File: src/rtl/ks_nibble_gen.sv
// Keystream nibble generator: a 16-bit Galois LFSR advanced four steps per
// accepted nibble, delivered over valid/ready with seed load and start/stop control.
module ks_nibble_gen #(
  parameter logic [15:0] SEED   = 16'hACE1,
  parameter logic [15:0] TAPS   = 16'hB400,
  parameter int unsigned WARMUP = 0
) (
  input  logic        clk,
  input  logic        rst_n,
  input  logic        load,
  input  logic [15:0] seed,
  input  logic        start,
  input  logic        stop,
  input  logic        ks_ready,
  output logic        ks_valid,
  output logic [3:0]  ks,
  output logic        busy,
  output logic [15:0] nib_count
);

  typedef enum logic [1:0] {
    IDLE = 2'd0,
    WARM = 2'd1,
    RUN  = 2'd2
  } state_t;

  localparam logic [7:0] WARM_INIT = 8'(WARMUP);

  state_t      state, state_nxt;
  logic [15:0] lfsr, lfsr_nxt, lfsr_adv;
  logic [15:0] count_nxt;
  logic [7:0]  warm_cnt, warm_nxt;
  logic        stop_pend, pend_nxt;
  logic [3:0]  ks_raw;
  logic        hs;

  // Four unrolled Galois steps; bit i of the nibble is the bit shifted out at step i.
  function automatic logic [19:0] step4(input logic [15:0] s);
    logic [15:0] r;
    logic [3:0]  k;
    r = s;
    k = '0;
    for (int i = 0; i < 4; i++) begin
      k[i] = r[0];
      r    = r[0] ? ((r >> 1) ^ TAPS) : (r >> 1);
    end
    return {k, r};
  endfunction

  assign {ks_raw, lfsr_adv} = step4(lfsr);

  // Outputs depend only on registers, so ks cannot move while a nibble is stalled.
  assign ks_valid = (state == RUN);
  assign ks       = ks_valid ? ks_raw : 4'd0;
  assign busy     = (state != IDLE);
  assign hs       = ks_valid & ks_ready;

  // NOTE: every variable written here gets a default first so no latch is inferred.
  always_comb begin
    state_nxt = state;
    lfsr_nxt  = lfsr;
    count_nxt = nib_count;
    warm_nxt  = warm_cnt;
    pend_nxt  = stop_pend;

    if (load) begin
      lfsr_nxt  = (seed == 16'd0) ? SEED : seed;
      count_nxt = 16'd0;
      pend_nxt  = 1'b0;
      warm_nxt  = 8'd0;
      state_nxt = IDLE;
    end else begin
      case (state)
        IDLE: begin
          if (start) begin
            if (WARM_INIT != 8'd0) begin
              state_nxt = WARM;
              warm_nxt  = WARM_INIT;
            end else begin
              state_nxt = RUN;
            end
          end
        end

        WARM: begin
          lfsr_nxt = lfsr_adv;
          warm_nxt = warm_cnt - 8'd1;
          if (stop) begin
            state_nxt = IDLE;
            warm_nxt  = 8'd0;
          end else if (warm_cnt <= 8'd1) begin
            state_nxt = RUN;
          end
        end

        RUN: begin
          if (hs) begin
            lfsr_nxt  = lfsr_adv;
            count_nxt = nib_count + 16'd1;
            if (stop || stop_pend) begin
              state_nxt = IDLE;
              pend_nxt  = 1'b0;
            end
          end else if (stop) begin
            // Stalled nibble must still be consumed before leaving RUN.
            pend_nxt = 1'b1;
          end
        end

        default: state_nxt = IDLE;
      endcase
    end
  end

  // NOTE: state registers use non-blocking assignment so all flops update together.
  always_ff @(posedge clk) begin
    if (!rst_n) begin
      state     <= IDLE;
      lfsr      <= SEED;
      nib_count <= 16'd0;
      warm_cnt  <= 8'd0;
      stop_pend <= 1'b0;
    end else begin
      state     <= state_nxt;
      lfsr      <= lfsr_nxt;
      nib_count <= count_nxt;
      warm_cnt  <= warm_nxt;
      stop_pend <= pend_nxt;
    end
  end

endmodule

File: config.mk
export PLATFORM = sky130hd
export DESIGN_NAME = ks_nibble_gen
export DESIGN_NICKNAME = d
export VERILOG_FILES = /design/src/rtl/ks_nibble_gen.sv
export SDC_FILE = /design/constraint.sdc
export NUM_CORES = 1
export LEC_CHECK = 0
export ABC_AREA = 1
export CORE_MARGIN = 2
export CORE_UTILIZATION = 26
export CTS_CLUSTER_SIZE = 14
export DETAILED_ROUTE_END_ITERATION = 10
export PLACE_DENSITY_LB_ADDON = 0.2
export REMOVE_ABC_BUFFERS = 1
export SYNTH_ARGS = -nofsm -noshare
export SYNTH_HDL_FRONTEND = slang
export SYNTH_SLANG_ARGS = --single-unit
export TNS_END_PERCENT = 100
File: constraint.sdc
create_clock -name clk -period 4.09 [get_ports clk]
set_clock_uncertainty 0.2 [all_clocks]
set_input_delay 0.818 -clock clk [delete_from_list [all_inputs] [get_ports clk]]
set_output_delay 0.818 -clock clk [all_outputs]
set_load 0.03 [all_outputs]
==> results.py <==
metrics = {
    "grt": {
        "gr-total-overflow": 0,
        "grt.total_usage_pct": 12.99,
        "grt_pass1_vias": 1639,
        "grt_pass1_wl_um": 7783,
        "grt_max_degree": 21,
        "grt_antenna_before_repair": 0,
    },
    "pwr": {
        "p_clk_share_pct": 33.2,
        "power_density_nw_per_um2": 292.7,
        "p_seq_share_pct": 51.3,
        "switching_share_pct": 26.80,
        "p_sw_mw": 0.1882,
        "fin_total_pwr_mw": 0.7021,
        "internal_power_mw": 0.5139,
        "peakVddDrop_uv": 97.53,
        "share_comb_of_total_power_pct": 15.5,
        "leakagePower_nw": 0.9992,
    },
    "detailed_routing": {
        "first_iter_violations": 102,
        "vias": 1750,
        "post_drt_wl_per_cell_um": 11.01,
        "via_per_inst": 4.197,
        "routed_wl_um": 4590,
        "drtAntennaViolNets": 0,
        "drc": 0,
        "firstDrtPassIters": 4,
    },
    "clock_tree": {
        "cts_tree": "done",
        "clk_pin_slew_ns": 0.06,
        "cts_resized": 0,
        "cts.path.max_buffers": 2,
        "clock_sinks": 34,
        "numCtsBuffers": 5,
        "root_buffer": "clkbuf_8",
        "cts_setup_buffers": 0,
        "cts.htree.levels": 2,
        "cts_hold_buffers": 0,
        "clock_latency_ns": 0.29,
    },
    "sta": {
        "setup_violations": 0,
        "hold_ws_ns": 0.2819,
        "slew_viol_final": 0,
        "tns_ns": 0,
        "tightest_slew_ns": 0.5794,
        "finalCriticalPeriod_ns": 2.805,
        "max_slew_margin_pct": 61.28,
        "post-route-period-util_pct": 68.58,
        "clock.fmax_mhz": 356.5,
        "final-hold-violation-count": 0,
        "rsz0062_at_grt": "false",
    },
    "synth": {
        "synth_commonest_cells": "81 x nand2_1, 36 x inv_1, 34 x dfxtp_1",
        "synth.avg_cell_area_um2": 6.473,
        "async_reset_ff_share_pct": 0,
        "post_synth_num_cell_types": 28,
        "ys_ff_latch": 34,
        "synthTopCellsByArea": "dfxtp_1 37%, nand2_1 17%, inv_1 7.4%",
        "ys_seq_area_share_pct": 37.29,
        "synth_cells": 282,
        "yosys_warnings": 0,
        "synth_top_area_cell": "dfxtp_1",
        "synth_area_um2": 1826,
        "yosysMostFrequentCell": "nand2_1",
        "synth_edf_count": 0,
        "yosysTopAreaCellShare_pct": 37.29,
        "synth_ff_type": "dfxtp_1",
    },
    "placed_design": {
        "placed_cell_area_um2": 2322,
        "routabilityCongestion": 0.7737,
        "place.detailed.hpwl_um": 3526,
        "io_buffers": 43,
    },
    "critical_path": {
        "slowest_stage": "clkdlybuf4s50_1",
        "crit_arrival_ns": 2.78,
        "crit_fanout": 20,
        "critPathLaunch": "load",
        "path_cells": "clkdlybuf4s50_1, inv_2, nand2_1, inv_2, nand2_1, nand2_1, inv_1, nand2_1",
        "crit_top_cell": "nand2_1",
        "end_kind": "flop",
        "reg2reg_from": "state[1]",
        "startpoint_type": "primary input",
        "timing.rr.end": "lfsr[11]",
        "cpPeakStageDelay_ns": 0.78,
        "cp_top_family": "buffers and inverters",
        "critical_path_depth": 8,
        "r2r_slack_ns": 2.22,
        "endpoint": "lfsr[11]",
        "critPathKind": "in2reg",
        "critical_path_buf_inv_count": 4,
        "cp_data_required_time_ns": 4.07,
        "ff2ff_path_depth": 7,
    },
    "cells_and_area": {
        "areaGrowthSynthToFinish_pct": 31.39,
        "antenna_cells": 0,
        "final_area_um2": 2399,
        "drive_gt1_share_pct": 4.361,
        "seqCellArea_um2": 680.7,
        "nets": 344,
        "multi_input_area_um2": 943.4,
        "nFillCells": 746,
    },
    "job": {
        "cap_viol_max_count": 0,
    },
    "floorplan": {
        "dieArea_um2": 7707,
        "die_x_um": 87.79,
        "core_region_area_um2": 6794,
        "io_pins": 44,
        "die_h_um": 87.79,
        "start_util_pct": 26.87,
        "rows": 30,
    },
    "hold_path": {
        "hold_path.class": "reg2reg",
    },
    "outcome": {
        "run_status": "completed",
    },
}
[cell type report]
class,instances,area share [%]
flip-flops and latches,34,28.38
clock buffers,7,3.182
repair buffers,43,17.94
well taps,96,5.008
inverters,39,6.155
multi-input cells,198,39.33
[layer usage]
metal / GRT usage [%] / wire (um)
met2: 18.25 / 1862
met5: 0 / 0
met4: 5.175 / 85
met3: 3.205 / 190
met1: 18.92 / 2452
[layout by cell type, fill, tap and decap left out, types with 2 or more instances in the layout]
cell type	instances
xor2_1	3
nor2_1	33
inv_2	2
clkbuf_1	2
nand3_1	15
nor3_1	3
clkbuf_8	5
a31oi_1	12
inv_1	36
nand2_1	81
o21ai_0	22
dfxtp_1	34
xnor2_1	7
a21oi_1	11
clkdlybuf4s50_1	43
[flip-flops by register name, summed over array words and instances, names as in the netlist]
| signal | cells |
|---|---|
| stop_pend | 1 |
| nib_count | 16 |
| state | 1 |
| lfsr | 16 |
[worst register-to-register path, stage by stage, from the launching register on]
cell and delay (ns):
dfxtp_1 0.52, nand2_4 0.16, nand2_1 0.48, inv_2 0.15, nand2_1 0.09, nand2_1 0.05
inv_1 0.06, nand2_1 0.04
[worst min path at each step]
stage	startpoint	endpoint	slack, ns	cells past startpoint
detailed placement	lfsr[8]	lfsr[4]	0.27	2
global route	nib_count[7]	nib_count[7]	0.30	2
global placement	lfsr[8]	lfsr[4]	0.27	2
CTS	lfsr[8]	lfsr[4]	0.28	2
finish	lfsr[8]	lfsr[4]	0.28	2
floorplan	lfsr[5]	lfsr[5]	0.24	2
[metrics by stage]
stage,setup slack [ns],cells,utilization [%]
2_1_floorplan,1.928,271,-
5_1_grt,1.072,417,35.30
6_report,1.285,417,35.30
3_5_place_dp,1.009,410,34.18
3_3_place_gp,1.076,410,34.18
4_1_cts,1.312,417,35.30
[power by group through the flow]
stage	Clock, mW	Combinational [mW]	Sequential (mW)
floorplan	0	0.0615	0.366
global placement	0	0.109	0.367
detailed placement	0	0.109	0.367
CTS	0.240	0.110	0.360
global route	0.256	0.124	0.362
finish	0.233	0.109	0.360
[cells by family (layout without fill, tap and decap cells)]
logic type                 count (synthesis)  count (layout)  share of synthesized area (%)
xor gates and xnor gates                  10              10                          4.798
DFF                                       34              34                          37.29
AOI/OAI and AO/OA                         49              49                          15.01
and+or+nand+nor                          138             138                          31.19
adders and majority gates                  1               1                         0.6853
buffers and inverters                     50              89                          11.03
Power figures use the tool's default switching activity.
